--- config.mk ---
export PLATFORM = sky130hd
export DESIGN_NAME = debug_serial_sender
export DESIGN_NICKNAME = d
export VERILOG_FILES = /design/src/rtl/debug_sender_pkg.sv /design/src/rtl/debug_sync_fifo.sv /design/src/rtl/debug_serial_sender.sv
export SDC_FILE = /design/constraint.sdc
export NUM_CORES = 1
export LEC_CHECK = 0
export BUFFER_PORTS_ARGS = -buffer_cell sky130_fd_sc_hd__buf_4
export CAP_MARGIN = 20
export CELL_PAD_IN_SITES_DETAIL_PLACEMENT = 1
export CELL_PAD_IN_SITES_GLOBAL_PLACEMENT = 1
export CORE_MARGIN = 1.5
export CORE_UTILIZATION = 52
export CTS_CLUSTER_DIAMETER = 50
export DETAILED_ROUTE_END_ITERATION = 10
export GPL_ROUTABILITY_DRIVEN = 0
export PLACE_DENSITY_LB_ADDON = 0.12
export SETUP_SLACK_MARGIN = 0.02
export SYNTH_ARGS = -nofsm -noshare
export SYNTH_HDL_FRONTEND = slang
export SYNTH_HIERARCHICAL = 1
export SYNTH_SLANG_ARGS = --single-unit
--- constraint.sdc ---
create_clock -name clk -period 6.25 [get_ports clk]
set_input_delay 0.3125 -clock clk [delete_from_list [all_inputs] [get_ports clk]]
set_output_delay 0.3125 -clock clk [all_outputs]
set_load 0.005 [all_outputs]
--- src/rtl/debug_sender_pkg.sv ---
// Shared state encoding, idle level and counter sizing helper for the serial debug sender.
package debug_sender_pkg;

  typedef enum logic [1:0] {
    ST_IDLE  = 2'd0,
    ST_SHIFT = 2'd1,
    ST_GAP   = 2'd2
  } sender_state_e;

  localparam logic IDLE_LEVEL = 1'b0;

  // Bits needed to count n distinct values, never fewer than one.
  function automatic int cnt_width(input int n);
    return (n > 1) ? $clog2(n) : 1;
  endfunction

endpackage

--- src/rtl/debug_sync_fifo.sv ---
// Single-clock word FIFO with flush; the caller guarantees no push when full and no pop when empty.
module debug_sync_fifo
  import debug_sender_pkg::*;
#(
  parameter int WIDTH = 40,
  parameter int DEPTH = 4,
  localparam int LW = $clog2(DEPTH + 1)
) (
  input  logic             clk,
  input  logic             reset,
  input  logic             clear,
  input  logic             push,
  input  logic [WIDTH-1:0] push_data,
  input  logic             pop,
  output logic [WIDTH-1:0] head_data,
  output logic [LW-1:0]    level
);

  localparam int PW = cnt_width(DEPTH);

  logic [WIDTH-1:0] mem_r [DEPTH];
  logic [PW-1:0]    wr_ptr_r;
  logic [PW-1:0]    rd_ptr_r;

  assign head_data = mem_r[rd_ptr_r];

  // Storage, wrapping pointers and occupancy; a flush only rewinds pointers and level.
  always_ff @(posedge clk or posedge reset) begin
    if (reset) begin
      for (int i = 0; i < DEPTH; i++) mem_r[i] <= '0;
      wr_ptr_r <= '0;
      rd_ptr_r <= '0;
      level    <= '0;
    end else if (clear) begin
      wr_ptr_r <= '0;
      rd_ptr_r <= '0;
      level    <= '0;
    end else begin
      if (push) begin
        mem_r[wr_ptr_r] <= push_data;
        wr_ptr_r        <= wr_ptr_r + 1'b1;
      end
      if (pop) begin
        rd_ptr_r <= rd_ptr_r + 1'b1;
      end
      case ({push, pop})
        2'b10:   level <= level + 1'b1;
        2'b01:   level <= level - 1'b1;
        default: level <= level;
      endcase
    end
  end

endmodule

--- src/rtl/debug_serial_sender.sv ---
// Buffered serial debug transmitter: FIFO-fed shift register, DIV clocks per bit, GAP idle bit-periods per frame.
module debug_serial_sender
  import debug_sender_pkg::*;
#(
  parameter int WIDTH     = 40,
  parameter int DEPTH     = 4,
  parameter int DIV       = 4,
  parameter int GAP       = 5,
  parameter bit MSB_FIRST = 1'b1,
  localparam int LW = $clog2(DEPTH + 1)
) (
  input  logic             clk,
  input  logic             reset,
  input  logic             clear,
  input  logic             in_valid,
  input  logic [WIDTH-1:0] in_data,
  output logic             in_ready,
  output logic             sout,
  output logic             frame_start,
  output logic             busy,
  output logic [LW-1:0]    level,
  output logic             overflow
);

  localparam int DW      = cnt_width(DIV);
  localparam int BW      = cnt_width(WIDTH);
  localparam int GAP_CYC = GAP * DIV;
  localparam int GW      = cnt_width(GAP_CYC);

  sender_state_e    state_r;
  logic [WIDTH-1:0] shift_r;
  logic [WIDTH-1:0] head_s;
  logic [WIDTH-1:0] next_shift_s;
  logic [DW-1:0]    div_cnt_r;
  logic [BW-1:0]    bit_cnt_r;
  logic [GW-1:0]    gap_cnt_r;
  logic             push_s;
  logic             pop_s;

  function automatic logic tx_bit(input logic [WIDTH-1:0] v);
    return MSB_FIRST ? v[WIDTH-1] : v[0];
  endfunction

  // Room is judged on the registered level, so a same-cycle pop never frees a slot early.
  assign in_ready     = (level != LW'(DEPTH));
  assign push_s       = in_valid && in_ready && !clear;
  assign pop_s        = (state_r == ST_IDLE) && (level != '0) && !clear;
  assign next_shift_s = MSB_FIRST ? (shift_r << 1) : (shift_r >> 1);

  debug_sync_fifo #(
    .WIDTH(WIDTH),
    .DEPTH(DEPTH)
  ) u_fifo (
    .clk      (clk),
    .reset    (reset),
    .clear    (clear),
    .push     (push_s),
    .push_data(in_data),
    .pop      (pop_s),
    .head_data(head_s),
    .level    (level)
  );

  // Sticky drop flag, cleared only by reset or flush.
  always_ff @(posedge clk or posedge reset) begin
    if (reset) begin
      overflow <= 1'b0;
    end else if (clear) begin
      overflow <= 1'b0;
    end else if (in_valid && !in_ready) begin
      overflow <= 1'b1;
    end
  end

  // Frame sequencer: load from FIFO, shift WIDTH bits at DIV clocks each, then hold the idle gap.
  always_ff @(posedge clk or posedge reset) begin
    if (reset) begin
      state_r     <= ST_IDLE;
      shift_r     <= '0;
      div_cnt_r   <= '0;
      bit_cnt_r   <= '0;
      gap_cnt_r   <= '0;
      sout        <= IDLE_LEVEL;
      frame_start <= 1'b0;
      busy        <= 1'b0;
    end else if (clear) begin
      state_r     <= ST_IDLE;
      div_cnt_r   <= '0;
      bit_cnt_r   <= '0;
      gap_cnt_r   <= '0;
      sout        <= IDLE_LEVEL;
      frame_start <= 1'b0;
      busy        <= 1'b0;
    end else begin
      case (state_r)
        ST_IDLE: begin
          if (level != '0) begin
            shift_r     <= head_s;
            div_cnt_r   <= '0;
            bit_cnt_r   <= '0;
            sout        <= tx_bit(head_s);
            frame_start <= 1'b1;
            busy        <= 1'b1;
            state_r     <= ST_SHIFT;
          end else begin
            sout        <= IDLE_LEVEL;
            frame_start <= 1'b0;
            busy        <= 1'b0;
          end
        end
        ST_SHIFT: begin
          frame_start <= 1'b0;
          if (div_cnt_r == DW'(DIV - 1)) begin
            div_cnt_r <= '0;
            if (bit_cnt_r == BW'(WIDTH - 1)) begin
              sout      <= IDLE_LEVEL;
              gap_cnt_r <= '0;
              if (GAP == 0) begin
                state_r <= ST_IDLE;
                busy    <= 1'b0;
              end else begin
                state_r <= ST_GAP;
              end
            end else begin
              bit_cnt_r <= bit_cnt_r + 1'b1;
              shift_r   <= next_shift_s;
              sout      <= tx_bit(next_shift_s);
            end
          end else begin
            div_cnt_r <= div_cnt_r + 1'b1;
          end
        end
        ST_GAP: begin
          sout        <= IDLE_LEVEL;
          frame_start <= 1'b0;
          if (gap_cnt_r == GW'(GAP_CYC - 1)) begin
            state_r <= ST_IDLE;
            busy    <= 1'b0;
          end else begin
            gap_cnt_r <= gap_cnt_r + 1'b1;
          end
        end
        default: begin
          state_r     <= ST_IDLE;
          sout        <= IDLE_LEVEL;
          frame_start <= 1'b0;
          busy        <= 1'b0;
        end
      endcase
    end
  end

endmodule

== Word level (Yosys, flattened, before mapping) ==
Cells that the tools add are included.

* Register bits after elaboration: 225
* Bits in latches: 0
* Memory bits (writable): 0
* Memory bits (read-only): 0
* Input port bits: 44
* Logic and storage cells: 120
* Memories: 0

* $add $sub $neg: 7
* Multiply operators: 0
* Div/mod/pow operators: 0
* $lt $le $gt $ge: 3
* Equal/unequal tests: 18
* Shift-type cells: 0
* Multiplexer cells: 49
* Bitwise operators: 3
* Reductions and logical operators: 24

{| class="wikitable"
|+ Operators with widths
! cell !! count
|-
| $bwmux 160 || 1
|-
| $mux 40 || 3
|-
| $mux 39 || 3
|-
| $bmux 40 s2 || 1
|-
| $demux 40 s2 || 1
|-
| $pmux 39 s2 || 1
|-
| $mux 2 || 12
|-
| $mux 6 || 4
|-
| $mux 5 || 4
|-
| $ne 3x3->1 const B || 6
|-
| $pmux 6 s2 || 1
|-
| $reduce_and 4->1 || 3
|-
| $reduce_bool 3->1 || 4
|-
| $mux 1 || 11
|-
| $pmux 5 s2 || 1
|-
| $reduce_bool 2->1 || 4
|-
| $add 2x1->2 const B || 3
|-
| $add 6x1->6 const B || 1
|-
| $eq 2x2->1 const B || 3
|-
| $eq 6x6->1 const B || 1
|-
| $ge 3x3->1 const B || 2
|-
| $logic_and 1x1->1 || 6
|-
| $ne 2x2->1 const B || 3
|-
| $not 2->3 || 2
|-
| 19 further kinds || 23
|}

== Logic depth before layout (Yosys ltp) ==
* Word-level depth: 7
* Gate-level depth with buffers: 9
* Depth with buffers taken out: 8

== Hierarchy ==
The synthesis kept the hierarchy.

{| class="wikitable"
|+ By module, submodules not included
! module !! times used !! cells each !! area an instance (um2)
|-
| debug_sync_fifo || 1 || 428 || 7,762.4
|-
| debug_serial_sender || 1 || 316 || 3,059.2
|}

== Least setup slack after synthesis ==
No wires, ideal clock.

* Path type: reg2reg
* Start point: reg state_r[1]
* End point: reg u_fifo.level[1]
* Library setup time: 119 ps
* Arrival time: 2,257 ps
* Required time: 6,131 ps
* Slack: 3,875 ps
* Cell stages (with the launch flop): 8
* Path buffers: 1
* Clock period less this slack: 2,375 ps
* Path through: dfrtp_1 or2_0 clkbuf_1 nor3b_1 and2b_2 fa_1 mux2i_1 nor2_1

* Longest elaborated chain between the ends: 6

{| class="wikitable"
|+ Ends and longest elaborated chain
! item !! RTL line !! RTL
|-
| start, declared || debug_serial_sender.sv:30 || <nowiki>sender_state_e state_r;</nowiki>
|-
| start signal, assigned || debug_serial_sender.sv:78 || <nowiki>state_r <= ST_IDLE;</nowiki>
|-
| start signal, assigned || debug_serial_sender.sv:87 || <nowiki>state_r <= ST_IDLE;</nowiki>
|-
| start signal, assigned || debug_serial_sender.sv:104 || <nowiki>state_r <= ST_SHIFT;</nowiki>
|-
| $logic_not 2->1 * || debug_serial_sender.sv:47 || <nowiki>assign pop_s = (state_r == ST_IDLE) && (level != '0) && !clear;</nowiki>
|-
| $logic_and 1x1->1 * (2 in a row) || debug_serial_sender.sv:47 ||
|-
| net pop_s || debug_serial_sender.sv:38 || <nowiki>logic pop_s;</nowiki>
|-
| $eq 2x1->1 / $eq 2x2->1 (equally long branches) || debug_sync_fifo.sv:46 || <nowiki>case ({push, pop})</nowiki>
|-
| $pmux 3 s2 || debug_sync_fifo.sv:46 ||
|-
| $mux 3 || debug_sync_fifo.sv:34 || <nowiki>end else if (clear) begin</nowiki>
|-
| end signal, assigned || debug_sync_fifo.sv:47 || <nowiki>2'b10: level <= level + 1'b1;</nowiki>
|-
| end signal, assigned || debug_sync_fifo.sv:48 || <nowiki>2'b01: level <= level - 1'b1;</nowiki>
|-
| end signal, assigned || debug_sync_fifo.sv:49 || <nowiki>default: level <= level;</nowiki>
|-
| end, declared || debug_sync_fifo.sv:16 || <nowiki>output logic [LW-1:0] level</nowiki>
|}

Mark *: on every way through the listed nets, which the timed path passes. The rest lies on a longest branch.
A chain may end at the register's enable or synchronous reset.

== Final worst setup path ==
Ends and elaborated chain as after synthesis.

==> summary.md <==
| Metric | Value |
|---|---|
| Post-synth ARST share | 100% |
| Clk root buf | sky130_fd_sc_hd__clkbuf_16 |
| Boundary Pins | 52 |
| Worst IR Drop VDD | roughly 0.00025 V |
| Instance count after placement with tap cells included | a little over 1k |
| Sum Neg Setup Slack | 0 ns |
| Number of vias in the routed layout | around 6.2k |
| End of the critical path | u_fifo/level[1] |
| Final Cell Area | 0.0123 mm^2 |
| Critical Path Start Type | flop |
| Total congestion overflow after global routing | 0 |
| Fraction of layout cells with a size suffix above 1 | 44.8% |
| Slew at the pin closest to its max-slew limit | between 1 and 1.5 ns |
| Cell taking the most area after synthesis | sky130_fd_sc_hd__dfrtp_1 |
| Port Buffer Count | between 50 and 60 |
| Final Power | just under 0.006 W |
| Diodes inserted | 0 |
| TritonCTS clock tree | done |
| Number of violations reported at the end of detailed-routing iteration 0 | approximately 290 |
| Syn-to-layout area delta | 14.1% |
| Register clock-pin slew on the reported worst setup and hold paths | 0.06 ns |
| DRC | 0 |
| Critical register-to-register path endpoint | u_fifo/level[1] |
| Number of nets in the finished design | 844 |
| Share of synthesized area occupied by flip-flops and latches | 52.0% |
| Layout filler cell count | 1,919 |
| Drt total wl | 24,000 um |
| Initial Util | a little over half |
| Number of max-slew violations in the final report | 0 |
| Power per unit of standard cell area | between 400 and 500 mW/mm^2 |
| Die width | 147 um |
| Cell types with the largest area share after synthesis | sky130_fd_sc_hd__dfrtp_1 (52%), sky130_fd_sc_hd__mux2_4 (14%), sky130_fd_sc_hd__mux2_2 (10%) |
| Upper clock frequency limit | ~360 MHz |
| Yosys reg bits | 225 |
| Largest fanout on the critical path | 10 |
| TritonCTS buffer count | 30 |
| Headroom to the max-slew limit | between 20% and 30% |
| Depth of the worst register-to-register path | 6 |
| Reg-to-reg setup timing slack | around 3.5 ns |
| Area share of the largest cell type after synthesis | between 50% and 60% |
| Status | finished, final reports clean |
| Hold crit path type | in2reg |
| Die Ht | 147 um |
| GRT Overall Usage | between 20% and 30% |
| Setup CP Type | reg2reg |
| Number of detailed-route iterations in the first pass | 4 |
| RSZ-0062 raised after global routing | false |
| Final period demand of the worst path | approximately 2.8 ns |
| LEAKAGE | just over 6 nW |
| Placed Area | about 0.011 mm^2 |
| Standard-cell rows | 52 |
| Pin count of the biggest net entering global routing | 86 |
| Cell with the most instances after synthesis | sky130_fd_sc_hd__dfrtp_1 |
| Non-filler instance count after layout | approximately 1.1k |
| CTS sink count | 225 |
| Data arrival time of the critical path | 3.21 ns |
| Crit path capture type | flop |
| Post-synth top flop | sky130_fd_sc_hd__dfrtp_1 |
| Initial antenna violation count | 0 |
| Synthesized cell area | around 0.011 mm^2 |
| Post-detailed-placement half-perimeter wirelength | 13,600 um |
| Global-route wire length before repair | just under 40,000 um |
| Htree depth | 1 |
| Post-detailed-route via-to-cell ratio | 5.69 |
| DIE AREA | between 0.02 and 0.025 mm^2 |
| Required time of the worst setup path | about 6.7 ns |
| Antenna viol nets, final | 0 |
| Latest clock arrival within the worst-skew pair | between 0.5 and 0.6 ns |
| Unique cell type count in the Yosys netlist | 55 |
| Vias in the first global route | 7,227 |
| Layout Utilization | approximately three fifths |
| Core region area | 0.0203 mm^2 |
| Synth Instances | approximately 740 |
| Longest Clk Path Bufs | 3 |
| Max Cap Violations | 0 |
| Endpoints failing hold | 0 |
| Count of endpoints failing setup in the final report | 0 |
| Post-synth EDFFs | 0 |
| Worst-case clock skew | 0.0218 ns |
| Crit path launch | state_r[1] |
| Reg-to-reg critical path startpoint | state_r[1] |
| DR WL/cell | 22.2 um |
| Number of buffers inserted by post-CTS setup repair | 0 |
| Cell types with the highest counts after synthesis | sky130_fd_sc_hd__dfrtp_1 (225), sky130_fd_sc_hd__nand2_1 (121), sky130_fd_sc_hd__mux2_4 (102) |
| Mapped Nets | between 700 and 800 |
| Fraction of the cycle the final worst path needs | 44.6% |
| Avg Cell Area, Syn | around 15 um^2 |
| Ys Warns | 6 |
-- per-layer routing --
layer / wire length, um / global-route usage, % / vias to the layer above
met5: 0 / 0 / -
met4: 413 / 6.00 / 0
met3: 860 / 3.51 / 35
met2: 12400 / 40.7 / 93
met1: 10400 / 30.7 / 3301
li1: - / - / 2736
-- kinds of logic (layout without fill, tap and decap cells) --
logic type | Yosys count | count (layout) | share of synthesized area (%)
muxes | 243 | 243 | 33.0
buffers and inverters | 54 | 123 | 3.62
and+or+nand+nor | 171 | 171 | 7.52
adders and majority gates | 8 | 8 | 0.994
xor gates and xnor gates | 7 | 7 | 0.567
AOI/OAI and AO/OA | 36 | 36 | 2.32
DFF | 225 | 225 | 52.0
-- how the worst min path moves through the flow --
| stage | start | endpoint | slack (ns) | depth (start not counted) |
|---|---|---|---|---|
| 3_5_place_dp | u_fifo/mem_r[73] | u_fifo/mem_r[73] | 0.49 | 1 |
| 3_3_place_gp | u_fifo/mem_r[51] | u_fifo/mem_r[51] | 0.48 | 1 |
| 6_report | in_data[24] | u_fifo/mem_r[24] | 0.02 | 2 |
| 2_1_floorplan | in_data[0] | u_fifo/mem_r[120] | 0.46 | 1 |
| 5_1_grt | in_data[24] | u_fifo/mem_r[144] | 0.003 | 2 |
| 4_1_cts | in_data[16] | u_fifo/mem_r[136] | 0.003 | 2 |
-- flip-flops by register name, summed over array words and instances, names as in the netlist, 2 cells and up --
signal / cells
bit_cnt_r: 6
div_cnt_r: 2
state_r: 2
gap_cnt_r: 5
u_fifo/level: 3
u_fifo/mem_r: 160
u_fifo/wr_ptr_r: 2
shift_r: 39
u_fifo/rd_ptr_r: 2
-- worst max-delay path, stage by stage, from the launching register on --
cell	delay (ns)
sky130_fd_sc_hd__dfrtp_1	0.46
sky130_fd_sc_hd__or2_0	0.38
sky130_fd_sc_hd__nor3b_1	0.91
sky130_fd_sc_hd__and2b_2	0.29
sky130_fd_sc_hd__fa_1	0.42
sky130_fd_sc_hd__mux2i_1	0.15
sky130_fd_sc_hd__nor2_1	0.06
-- power by group --
group	internal (W)	switching, W	leakage [nW]
clock network	0.00115	0.000650	0.515
logic	0.00102	0.000767	2.64
registers	0.00192	0.000282	2.92
total	0.00410	0.00170	6.08
-- layout by cell type (no fill, tap or decap), types with 4 or more instances in the layout --
cell type                   netlist  routed
sky130_fd_sc_hd__mux2_4         102     102
sky130_fd_sc_hd__dfrtp_1        225     223
sky130_fd_sc_hd__ha_1             7       7
sky130_fd_sc_hd__mux2_2          98      98
sky130_fd_sc_hd__nand2_1        121     121
sky130_fd_sc_hd__buf_4            0      58
sky130_fd_sc_hd__inv_1           10       8
sky130_fd_sc_hd__nor2_1          10      10
sky130_fd_sc_hd__xnor2_1          5       5
sky130_fd_sc_hd__o21ai_0          9       9
sky130_fd_sc_hd__clkinv_2         0       5
sky130_fd_sc_hd__clkbuf_1         6       5
sky130_fd_sc_hd__a31oi_1          4       4
sky130_fd_sc_hd__nand3_1          6       6
sky130_fd_sc_hd__nand2_4          4       4
sky130_fd_sc_hd__bufinv_16        0       6
sky130_fd_sc_hd__clkbuf_16        0      30
sky130_fd_sc_hd__mux4_2          40      40
sky130_fd_sc_hd__a21oi_1          4       4
-- metrics by stage --
step                hold slack (ns)  worst slack [ns]
finish                       0.0178              3.46
global route                0.00282              3.28
CTS                         0.00265              3.46
detailed placement            0.490              3.41
global placement              0.481              3.51
floorplan                     0.461              1.42
-- final cells by class --
class / instances / area [um^2] / share of cell area, %
clock buffer: 37 / 797 / 6.45
clock inverter: 16 / 255 / 2.07
inverter: 10 / 42.5 / 0.345
multi-input combinational: 465 / 4810 / 39.0
sequential: 225 / 5630 / 45.6
tap: 270 / 338 / 2.74
timing repair buffer: 60 / 473 / 3.83
-- timing repair --
item	CTS	global route
gates resized for setup	0	0
endpoints found under the hold margin	84	0
hold buffers	1	0
Note: power is estimated with default switching activity, not from simulation.
